## src/rtl/counter_timer_pkg.sv

```systemverilog
// counter_timer_pkg: mode and state encodings shared by the counter/timer slice
package counter_timer_pkg;
  typedef enum logic [1:0] {FREE, ONESHOT, PINGPONG, RSVD} mode_t;
  typedef enum logic [1:0] {IDLE, RUN, STOPPED} state_t;
endpackage

```

## src/rtl/counter_timer_if.sv

```systemverilog
// counter_timer_if: control, load handshake and status bundle of the counter/timer
interface counter_timer_if #(
  parameter int WIDTH = 8,
  parameter int PRESCALE_W = 8
) ();
  logic en;
  counter_timer_pkg::mode_t mode;
  logic dir;
  logic [PRESCALE_W-1:0] prescale;
  logic [WIDTH-1:0] top;
  logic [WIDTH-1:0] cmp;
  logic load_valid;
  logic [WIDTH-1:0] load_value;
  logic load_ready;
  logic [WIDTH-1:0] count;
  logic match;
  logic wrap;
  logic done;
  logic running;
  modport master (
    output en, mode, dir, prescale, top, cmp, load_valid, load_value,
    input load_ready, count, match, wrap, done, running
  );
  modport slave (
    input en, mode, dir, prescale, top, cmp, load_valid, load_value,
    output load_ready, count, match, wrap, done, running
  );
endinterface

```

## src/rtl/counter_prescaler.sv

```systemverilog
// counter_prescaler: emits tick every prescale+1 cycles while run is high
module counter_prescaler #(
  parameter int PRESCALE_W = 8
) (
  input  logic clk,
  input  logic rst_n,
  input  logic run,
  input  logic [PRESCALE_W-1:0] prescale,
  input  logic clear,
  output logic tick
);
  localparam logic [PRESCALE_W-1:0] ONE = 1;
  logic [PRESCALE_W-1:0] psc_q, psc_d;
  assign tick = run && psc_q >= prescale;
  always_comb psc_d = (!run || clear || tick) ? '0 : psc_q + ONE;
  always_ff @(posedge clk or negedge rst_n)
    if (!rst_n) psc_q <= '0;
    else psc_q <= psc_d;
endmodule

```

## src/rtl/counter_timer.sv

```systemverilog
// counter_timer: prescaled up/down counter with free-run, one-shot and ping-pong modes
module counter_timer
  import counter_timer_pkg::*;
#(
  parameter int WIDTH = 8,
  parameter int PRESCALE_W = 8
) (
  input logic clk,
  input logic rst_n,
  counter_timer_if.slave bus
);
  localparam logic [WIDTH-1:0] ONE = 1;
  state_t state_q, state_d;
  logic dir_q, dir_d;
  logic [WIDTH-1:0] count_q, count_d;
  logic match_q, match_d, wrap_q, wrap_d;
  logic run, tick, load_acc, at_end;
  assign run = state_q == RUN && bus.en;
  assign load_acc = bus.load_valid && bus.load_ready;
  assign at_end = dir_q ? count_q == '0 : count_q >= bus.top;
  counter_prescaler #(.PRESCALE_W(PRESCALE_W)) u_psc (
    .clk(clk),
    .rst_n(rst_n),
    .run(run),
    .prescale(bus.prescale),
    .clear(load_acc),
    .tick(tick)
  );
  always_comb begin
    state_d = state_q;
    case (state_q)
      IDLE: state_d = bus.en ? RUN : IDLE;
      RUN: state_d = !bus.en ? IDLE : (tick && at_end && bus.mode == ONESHOT) ? STOPPED : RUN;
      STOPPED: state_d = (load_acc || !bus.en) ? IDLE : STOPPED;
      default: state_d = IDLE;
    endcase
  end
  always_comb begin
    count_d = count_q;
    dir_d = (load_acc || (state_q == IDLE && bus.en)) ? bus.dir : dir_q;
    if (load_acc) count_d = bus.load_value;
    else if (tick && !at_end) count_d = dir_q ? count_q - ONE : count_q + ONE;
    else if (tick)
      case (bus.mode)
        ONESHOT: count_d = count_q;
        PINGPONG: begin
          count_d = bus.top == '0 ? '0 : dir_q ? count_q + ONE : count_q - ONE;
          dir_d = ~dir_q;
        end
        default: count_d = dir_q ? bus.top : '0;
      endcase
    wrap_d = tick && at_end;
    match_d = (load_acc || tick) && count_d == bus.cmp;
  end
  always_ff @(posedge clk or negedge rst_n)
    if (!rst_n) begin
      state_q <= IDLE;
      dir_q <= 1'b0;
      count_q <= '0;
      match_q <= 1'b0;
      wrap_q <= 1'b0;
    end else begin
      state_q <= state_d;
      dir_q <= dir_d;
      count_q <= count_d;
      match_q <= match_d;
      wrap_q <= wrap_d;
    end
  assign bus.load_ready = !tick;
  assign bus.count = count_q;
  assign bus.match = match_q;
  assign bus.wrap = wrap_q;
  assign bus.done = state_q == STOPPED;
  assign bus.running = state_q == RUN;
endmodule

```

## src/flat_wrapper.sv

```systemverilog
// flat-port wrapper written by rule: the top's interface ports become plain ports
module counter_timer_flat import counter_timer_pkg::*;
#(
  parameter int WIDTH = 8,
  parameter int PRESCALE_W = 8
)
  (clk, rst_n, bus_en, bus_mode, bus_dir, bus_prescale, bus_top, bus_cmp, bus_load_valid, bus_load_value, bus_load_ready, bus_count, bus_match, bus_wrap, bus_done, bus_running);
  counter_timer_if #(.WIDTH(WIDTH), .PRESCALE_W(PRESCALE_W)) bus_i ();
  input logic clk;
  input logic rst_n;
  input wire logic [$bits(bus_i.en)-1:0] bus_en;
  input wire logic [$bits(bus_i.mode)-1:0] bus_mode;
  input wire logic [$bits(bus_i.dir)-1:0] bus_dir;
  input wire logic [$bits(bus_i.prescale)-1:0] bus_prescale;
  input wire logic [$bits(bus_i.top)-1:0] bus_top;
  input wire logic [$bits(bus_i.cmp)-1:0] bus_cmp;
  input wire logic [$bits(bus_i.load_valid)-1:0] bus_load_valid;
  input wire logic [$bits(bus_i.load_value)-1:0] bus_load_value;
  output wire logic [$bits(bus_i.load_ready)-1:0] bus_load_ready;
  output wire logic [$bits(bus_i.count)-1:0] bus_count;
  output wire logic [$bits(bus_i.match)-1:0] bus_match;
  output wire logic [$bits(bus_i.wrap)-1:0] bus_wrap;
  output wire logic [$bits(bus_i.done)-1:0] bus_done;
  output wire logic [$bits(bus_i.running)-1:0] bus_running;
  assign bus_i.en = bus_en;
  assign bus_i.mode = bus_mode;
  assign bus_i.dir = bus_dir;
  assign bus_i.prescale = bus_prescale;
  assign bus_i.top = bus_top;
  assign bus_i.cmp = bus_cmp;
  assign bus_i.load_valid = bus_load_valid;
  assign bus_i.load_value = bus_load_value;
  assign bus_load_ready = bus_i.load_ready;
  assign bus_count = bus_i.count;
  assign bus_match = bus_i.match;
  assign bus_wrap = bus_i.wrap;
  assign bus_done = bus_i.done;
  assign bus_running = bus_i.running;
  counter_timer #(.WIDTH(WIDTH), .PRESCALE_W(PRESCALE_W)) u_core (.clk(clk), .rst_n(rst_n), .bus(bus_i));
endmodule
```

## config.mk

```make
export PLATFORM = sky130hd
export DESIGN_NAME = counter_timer_flat
export DESIGN_NICKNAME = d
export VERILOG_FILES = /design/src/rtl/counter_timer_pkg.sv /design/src/rtl/counter_timer_if.sv /design/src/rtl/counter_prescaler.sv /design/src/rtl/counter_timer.sv /design/src/flat_wrapper.sv
export SDC_FILE = /design/constraint.sdc
export NUM_CORES = 1
export LEC_CHECK = 0
export CAP_MARGIN = 20
export CORE_MARGIN = 1
export CORE_UTILIZATION = 38
export CTS_BUF_LIST = sky130_fd_sc_hd__clkbuf_4
export DETAILED_ROUTE_END_ITERATION = 10
export MAX_ROUTING_LAYER = met4
export PLACE_DENSITY = 0.7
export SKIP_LAST_GASP = 1
export SYNTH_ARGS = -nofsm -noshare
export SYNTH_HDL_FRONTEND = slang
export SYNTH_HIERARCHICAL = 1
export SYNTH_SLANG_ARGS = --single-unit
```

## constraint.sdc

```tcl
create_clock -name clk -period 3.1 [get_ports clk]
set_clock_uncertainty 0.2 [all_clocks]
set_input_delay 0.62 -clock clk [delete_from_list [all_inputs] [get_ports clk]]
set_output_delay 0.62 -clock clk [all_outputs]
set_load 0.01 [all_outputs]
```

==> results of run 1 <==
-- sequential cells by signal (all words and copies together) (netlist names) --
register / count
u_core/bus.count: 8
u_core/u_psc/psc_q: 8
u_core/state_q: 2
u_core/bus.match: 1
u_core/bus.wrap: 1
u_core/dir_q: 1
-- cells in the mapped netlist (all sizes together) (3+ instances only) --
cell type and number:
nor2 18, o211ai 4, buf 3, nand2 25, dfrtp 21, o21ai 20
inv 28, a31oi 7, nand3 15, or4 3, nand4 5, a21oi 15
o21a 3, xnor2 11, and3 3, nand2b 6, xor2 8, ha 21
o31ai 3, a211oi 4, mux2i 8, nor4 4, o211a 4, clkbuf 14
nor3 7, nor2b 5
-- power by group through the flow --
stage	registers [mW]	clock network (mW)	logic (mW)
2_1_floorplan	0.322	0	0.305
3_3_place_gp	0.315	0	0.575
3_5_place_dp	0.316	0	0.582
4_1_cts	0.311	0.152	0.664
5_1_grt	0.313	0.160	0.734
6_report	0.311	0.147	0.689
-- per-stage QoR --
step | std cells | hold WS (ns) | power (mW) | worst slack (ns) | setup TNS [ns]
final | 485 | 0.316 | 1.15 | -0.0772 | -0.0772
after global routing | 485 | 0.341 | 1.21 | -0.153 | -0.153
after CTS | 483 | 0.313 | 1.13 | -0.0394 | -0.0550
after detailed placement | 471 | 0.292 | 0.898 | -0.844 | -8.15
after global placement | 471 | 0.297 | 0.890 | -0.802 | -7.29
after floorplan | 299 | 0.124 | 0.627 | -0.0362 | -0.0362
-- final timing paths --
kind / startpoint / end / slack (ns) / depth (start not counted)
worst max-delay path: bus_mode[0] / u_core/bus.match / -0.08 / 13
worst min-delay path: u_core/state_q[0] / u_core/state_q[0] / 0.32 / 1
min in group asynchronous: rst_n / u_core/dir_q / 0.43 / 2
worst min register to register: u_core/state_q[0] / u_core/state_q[0] / 0.32 / 1
max in group asynchronous: rst_n / u_core/bus.count[0] / 2.02 / 2
worst max register to register: u_core/bus.count[0] / u_core/bus.match / -0.06 / 11
-- routing by layer --
metal,vias up,wire (um)
met4,0,147
met1,1291,3450
met2,102,4210
met5,-,0
met3,17,401
li1,1318,-
-- placed cells by master (no fill, tap or decap), types with 4 or more instances in the layout --
| cell type | synthesis | routed |
|---|---|---|
| buf_4 | 0 | 66 |
| clkdlybuf4s50_1 | 0 | 34 |
| nand2_1 | 25 | 23 |
| inv_1 | 28 | 20 |
| dfrtp_1 | 21 | 20 |
| nor2_1 | 17 | 15 |
| o21ai_0 | 19 | 15 |
| nand3_1 | 15 | 15 |
| dlygate4sd2_1 | 0 | 13 |
| a21oi_1 | 15 | 12 |
| ha_1 | 21 | 12 |
| xnor2_1 | 11 | 11 |
| mux2i_1 | 8 | 8 |
| xor2_1 | 8 | 8 |
| buf_6 | 0 | 7 |
| inv_2 | 0 | 6 |
| nor3_1 | 7 | 6 |
| ha_4 | 0 | 6 |
| nand4_1 | 5 | 5 |
| nor2b_1 | 5 | 5 |
| nand2b_1 | 6 | 4 |
| o21ai_1 | 1 | 4 |
| o211ai_1 | 4 | 4 |
-- worst max-delay path: cells and delay by family --
family	cells	cell delay, ns
AOI/OAI and AO/OA	4	0.90
xor gates and xnor gates	1	0.12
adders and majority gates	1	0.29
buffers and inverters	4	0.87
and+or+nand+nor	3	0.42
-- layout make-up --
type / count / share of cell area
multi-input cells: 233 / 0.517
clock buffers: 3 / 0.00594
clock inverters: 1 / 0.00132
well taps: 75 / 0.0248
repair buffers: 124 / 0.282
inverters: 28 / 0.0304
flip-flops and latches: 21 / 0.139
-- cells by family after synthesis --
group | synth area share
AND/OR/NAND/NOR | 0.219
AO/OA/AOI/OAI | 0.267
buffers and inverters | 0.0724
adder cells (fa/ha/maj) | 0.111
flip-flops | 0.222
XOR/XNOR | 0.0703
multiplexers | 0.0386
-- what timing repair did --
item                                    4_1_cts  5_1_grt
pin swaps                                    33        3
gates resized for setup                      80        2
buffers inserted                              8        2
endpoints found under the setup margin       13        2
==> summary.md, run 1 <==
| Metric | Value |
|---|---|
| Run status | `finished, violations left` |
| Failing checks | `negative setup slack` |
| CP endpoint kind | `flop` |
| Avg Cell Area, Syn | `7.91 um2` |
| Pre-antenna DRT Iters | `5` |
| Final core utilization | `0.636` |
| Die area | `6550 um2` |
| Cell mode on critical path | `buf_4` |
| Post-CTS Hold Buffers | `0` |
| Via count | `2728` |
| Initial antenna violation count | `0` |
| Final period util | `1.02` |
| Synth area leader | `dfrtp_1` |
| CP required | `3.14 ns` |
| CTS buffer count | `3` |
| Total track usage | `0.263` |
| Detailed Route Iter0 Violations | `259` |
| ANT cells | `0` |
| Share of cells above drive strength 1 | `0.324` |
| Internal | `668 uW` |
| GR Util met1 | `0.318` |
| Fmax | `0.315 GHz` |
| Worst setup SP type | `input port` |
| Initial Util | `0.397` |
| Seq pwr share | `0.271` |
| Top cell type's share of synthesized area | `0.222` |
| Syn-to-layout area delta | `60.1%` |
| Top FF cell, synth | `dfrtp_1` |
| Fill cell total of the finished layout | `515` |
| Synth cell types | `60` |
| Post-synth EDFFs | `0` |
| CTS root buffer | `clkbuf_4` |
| Port bufs | `51` |
| Ys async rst share | `1.00` |
| PnR worst setup slack | `-0.0772 ns` |
| Htree depth | `1` |
| Drt total wl | `8.21 mm` |
| Detail Route Antenna Nets | `0` |
| Maximum clock path buffer count | `2` |
| Reg area | `527 um2` |
| WL/cell | `16.9 um` |
| Crit path DAT | `3.21 ns` |
| Max incr delay on CP | `0.47 ns` |
| Switching power | `478 uW` |
| Die width | `80.9 um` |
| CTS sink cnt | `21` |
| RSZ-0062 raised after global routing | `yes` |
| Hold Fails Final Rpt | `0` |
| TritonCTS clock tree | `yes` |
| Die height | `80.9 um` |
| CP Cell Sequence | `clkdlybuf4s50_1 -> inv_1 -> ha_4 -> buf_4 -> nor2b_1 -> o21ai_0 -> o21ai_1 -> a221o_1 -> a311oi_2 -> buf_4 -> xnor2_1 -> nand4_1 -> nor4b_2` |
| Largest net degree at the start of global routing | `22` |
| Finished Cell Area | `3790 um2` |
| Hpwl dp | `6.09 mm` |
| Grt ovf | `0` |
| Met3 Use GR | `0.0348` |
| Syn nets | `359` |
| Synthesized instance count | `299` |
| Maxcap violations | `0` |
| Post-synthesis sequential area ratio | `0.222` |
| Endpoints failing setup | `1` |
| PwrDens | `303 nW/um2` |
| Cell Area, Synth | `2370 um2` |
| Multi-input logic area | `1960 um2` |
| Worst hold path class | `reg2reg` |
| Slew @ Worst Pin | `0.480 ns` |
| CP max stage cell | `clkdlybuf4s50_1` |
| Met2 Use GR | `0.460` |
| Crit Path Max Fanout | `8` |
| #FFs+latches synth | `21` |
| Worst relative slew slack | `0.680` |
| Slew Viols, Final | `0` |
| Core region area | `5960 um2` |
| Vias per cell | `5.62` |
| Nets@finish | `471` |
| Gp weighted congestion | `0.902` |
| Logic pwr share | `0.601` |
| Sw Share | `0.417` |
| Yosys warnings | `6` |
| Number of global-route vias before repair | `2597` |
| DRC Markers | `0` |
| Worst-path clk slew | `0.14 ns` |
| I/O pins | `52` |
| Worst vdd ir | `0.226 mV` |
| First-pass GRT wire length | `12.6 mm` |
| Synth top area cells | `dfrtp_1 (22%), ha_1 (11%), inv_1 (4.4%)` |
| Worst skew pair latency | `0.32 ns` |
| Placed inst area | `3440 um2` |
| Clock Power Share | `0.128` |
| Fin crit period | `3.18 ns` |
| LEAKAGE | `1.66 nW` |
| Top Usage Layer GRT | `met2` |
| Row cnt | `28` |
| Worst Path Class, Setup | `in2reg` |
Note: power is estimated with default switching activity, not from simulation.
==> run 2: changes to the inputs <==
--- a/config.mk
+++ b/config.mk
@@ -6,6 +6,7 @@
 export NUM_CORES = 1
 export LEC_CHECK = 0
 export CAP_MARGIN = 20
+export CORE_ASPECT_RATIO = 1.1
 export CORE_MARGIN = 1
 export CORE_UTILIZATION = 38
 export CTS_BUF_LIST = sky130_fd_sc_hd__clkbuf_4
==> run 2 against run 1 <==
Against the previous run: critical endpoint unchanged; the run still ends with negative setup slack left; maximum frequency grew 0.85%; sequential share of layout area shrank 0.39 points; clock power shrank 6%; sequential power grew 2%; power grew 1.6%; highest routed layer unchanged; register-to-register slack is essentially flat.
==> summary.md, run 2 (synthesis gave the netlist of run 1 again) <==
| Metric | Value |
|---|---|
| Switching power | `476 uW (-0.41%)` |
| Port bufs | `51 (unchanged)` |
| Via count | `2889 (+5.9%)` |
| Final period util | `1.02 (-0.00860)` |
| First-pass GRT wire length | `14.3 mm (+13%)` |
| Total track usage | `0.290 (+0.0273)` |
| Leading cell type in the layout, fill and taps excluded | `buf_4` |
| Fin crit period | `3.15 ns (-0.0266 ns)` |
| Endpoints failing setup | `1 (unchanged)` |
| WL/cell | `17.9 um (+6.0%)` |
| Post-CTS Hold Buffers | `0 (unchanged)` |
| R2R Path Start | `u_core/u_psc/psc_q[2]` |
| Die area | `6550 um2 (about the same)` |
| RSZ-0062 raised after global routing | `yes` |
| Multi-input logic area | `1940 um2 (-0.96%)` |
| Share of cells above drive strength 1 | `0.355 (+0.0307)` |
| Maximum clock path buffer count | `2 (unchanged)` |
| CP endpoint kind | `flop` |
| Worst vdd ir | `0.160 mV (-29%)` |
| Hold path depth | `1 (unchanged)` |
| Sw Share | `0.409 (-0.00836)` |
| Run status | `finished, violations left` |
| CTS buffer count | `3 (unchanged)` |
| Internal | `688 uW (+3.1%)` |
| Initial antenna violation count | `0 (unchanged)` |
| Max incr delay on CP | `0.35 ns (-0.12 ns)` |
| Maxcap violations | `0 (unchanged)` |
| ANT cells | `0 (unchanged)` |
| Cell Count, Final, Fillers Out | `505 (+4.1%)` |
| Worst reg-to-reg path cell count | `13 (+2)` |
| Gp weighted congestion | `0.967 (+7.2%)` |
| Syn-to-layout area delta | `64.8%` |
| Grt ovf | `0 (unchanged)` |
| Hpwl dp | `6.18 mm (+1.4%)` |
| Drt total wl | `9.06 mm (+10%)` |
| Die height | `84.8 um (+4.8%)` |
| I/O pins | `52 (unchanged)` |
| Detail Route Antenna Nets | `0 (unchanged)` |
| Largest net degree at the start of global routing | `22 (unchanged)` |
| CP Cell Sequence | `buf_4 -> inv_8 -> ha_4 -> a211o_1 -> a31oi_4 -> nor3_2 -> o21a_2 -> buf_6 -> buf_4 -> nor2_2 -> a31oi_2 -> and3_1 -> a2111oi_2 -> nand4_1 -> nor4b_2` |
| Failing checks | `negative setup slack` |
| Crit path DAT | `3.18 ns (-0.03 ns)` |
| Fmax | `0.317 GHz (+0.85%)` |
| Most frequent cells in the layout | `buf_4 (88), clkdlybuf4s50_1 (34), nand2_1 (24), dfrtp_1 (20)` |
| Top delay family on crit path | `compound AO/OA/AOI/OAI gates` |
| Initial Util | `0.403 (+0.00524)` |
| Worst hold path class | `reg2reg` |
| Final core utilization | `0.663 (+0.0271)` |
| Pre-antenna DRT Iters | `5 (unchanged)` |
| Core region area | `5880 um2 (-1.3%)` |
| Total power | `1.16 mW (+1.6%)` |
| Reg area | `527 um2 (unchanged)` |
| CTS sink cnt | `21 (unchanged)` |
| Worst Path Class, Setup | `in2reg` |
| Finished Cell Area | `3900 um2 (+2.9%)` |
| CTS root buffer | `clkbuf_4` |
| Clock Power Share | `0.118 (-0.010)` |
| CP bufs+invs | `4 (unchanged)` |
| CP max stage cell | `a2111oi_2` |
| Worst skew pair latency | `0.31 ns (about the same)` |
| Slew @ Worst Pin | `0.415 ns (-0.0649 ns)` |
| Number of global-route vias before repair | `2920 (+12%)` |
| Hold Fails Final Rpt | `0 (unchanged)` |
| Row cnt | `29 (+3.6%)` |
| Slew Viols, Final | `0 (unchanged)` |
| Seq pwr share | `0.273 (+0.002)` |
| DP Cell Count | `472 (+0.21%)` |
| Hold_sp | `u_core/state_q[0]` |
| Cell mode on critical path | `buf_4` |
| Die width | `77.2 um (-4.5%)` |
| Nets@finish | `489 (+3.8%)` |
| Number of stages on the worst setup path | `15 (+2)` |
| Critical Path Source | `bus_prescale[2]` |
| PwrDens | `299 nW/um2 (-1.2%)` |
| CP required | `3.13 ns (about the same)` |
| Crit Path Max Fanout | `6 (-2)` |
| Worst relative slew slack | `0.724 (+0.0433)` |
| LEAKAGE | `1.71 nW (+3.3%)` |
| Worst-path clk slew | `0.12 ns (-0.02 ns)` |
| PnR worst setup slack | `-0.0505 ns (+0.0266 ns)` |
| Detailed Route Iter0 Violations | `250 (-3.5%)` |
| TritonCTS clock tree | `yes` |
| Logic pwr share | `0.609 (+0.008)` |
| Htree depth | `1 (unchanged)` |
| Fill cell total of the finished layout | `481 (-6.6%)` |
| DRC Markers | `0 (unchanged)` |
| Vias per cell | `5.72 (+1.7%)` |
| Placed inst area | `3420 um2 (-0.51%)` |
| Worst setup SP type | `input port` |
run 2: cell count changes in the layout (fill, tap and decap cells not counted), sizes merged:
cell,previous run,this run
dlygate4sd2,13,14
clkbuf,4,3
buf,75,92
clkdlybuf4s15,1,2
run 2: timing repair:
| action | CTS | global route |
|---|---|---|
| gates resized for setup | 67 | 7 |
| buffers inserted | 26 | 3 |
| pin swaps | 28 | 9 |
| setup endpoints to repair | 14 | 10 |
run 2: power groups by stage:
stage | Sequential [mW] | Combinational [mW] | Clock (mW)
4_1_cts | 0.317 | 0.679 | 0.140
2_1_floorplan | 0.322 | 0.305 | 0
6_report | 0.318 | 0.709 | 0.138
3_5_place_dp | 0.319 | 0.577 | 0
5_1_grt | 0.320 | 0.760 | 0.149
3_3_place_gp | 0.318 | 0.571 | 0
run 2: final timing paths:
path	to	slack, ns
setup / recovery	u_core/bus.match	-0.05
hold / removal	u_core/state_q[0]	0.34
setup reg to reg	u_core/bus.match	-0.05
hold reg to reg	u_core/state_q[0]	0.34
max in group asynchronous	u_core/bus.count[0]	1.99
min in group asynchronous	u_core/bus.wrap	0.46
run 2: cell type report:
class | count | share of cell area
inverters | 28 | 0.0302
clock inverters | 1 | 0.00128
well taps | 77 | 0.0247
flip-flops and latches | 21 | 0.135
multi-input cells | 233 | 0.497
clock buffers | 3 | 0.00578
repair buffers | 142 | 0.306
run 2: worst register-to-register path, cell delays in order (launching register included):
cell and delay, ns:
dfrtp_1 0.44, ha_4 0.25, a211o_1 0.32, a31oi_4 0.18, nor3_2 0.06, o21a_2 0.24, buf_6 0.15, buf_4 0.14
nor2_2 0.09, a31oi_2 0.06, and3_1 0.20, a2111oi_2 0.35, nand4_1 0.15, nor4b_2 0.23
run 2: routing by layer:
layer / vias up / routed length [um] / global-route usage
li1: 1353 / - / -
met1: 1370 / 3480 / 0.341
met2: 140 / 4600 / 0.516
met3: 26 / 719 / 0.0261
met4: 0 / 268 / 0.0943
met5: - / 0 / -
run 2: through the flow:
| stage | setup WS [ns] | setup TNS (ns) | hold WS (ns) |
|---|---|---|---|
| 6_report | -0.0505 | -0.0505 | 0.343 |
| 4_1_cts | -0.0630 | -0.0630 | 0.329 |
| 2_1_floorplan | -0.0362 | -0.0362 | 0.124 |
| 5_1_grt | -0.188 | -0.321 | 0.365 |
| 3_5_place_dp | -0.931 | -8.63 | 0.311 |
| 3_3_place_gp | -0.783 | -7.32 | 0.297 |
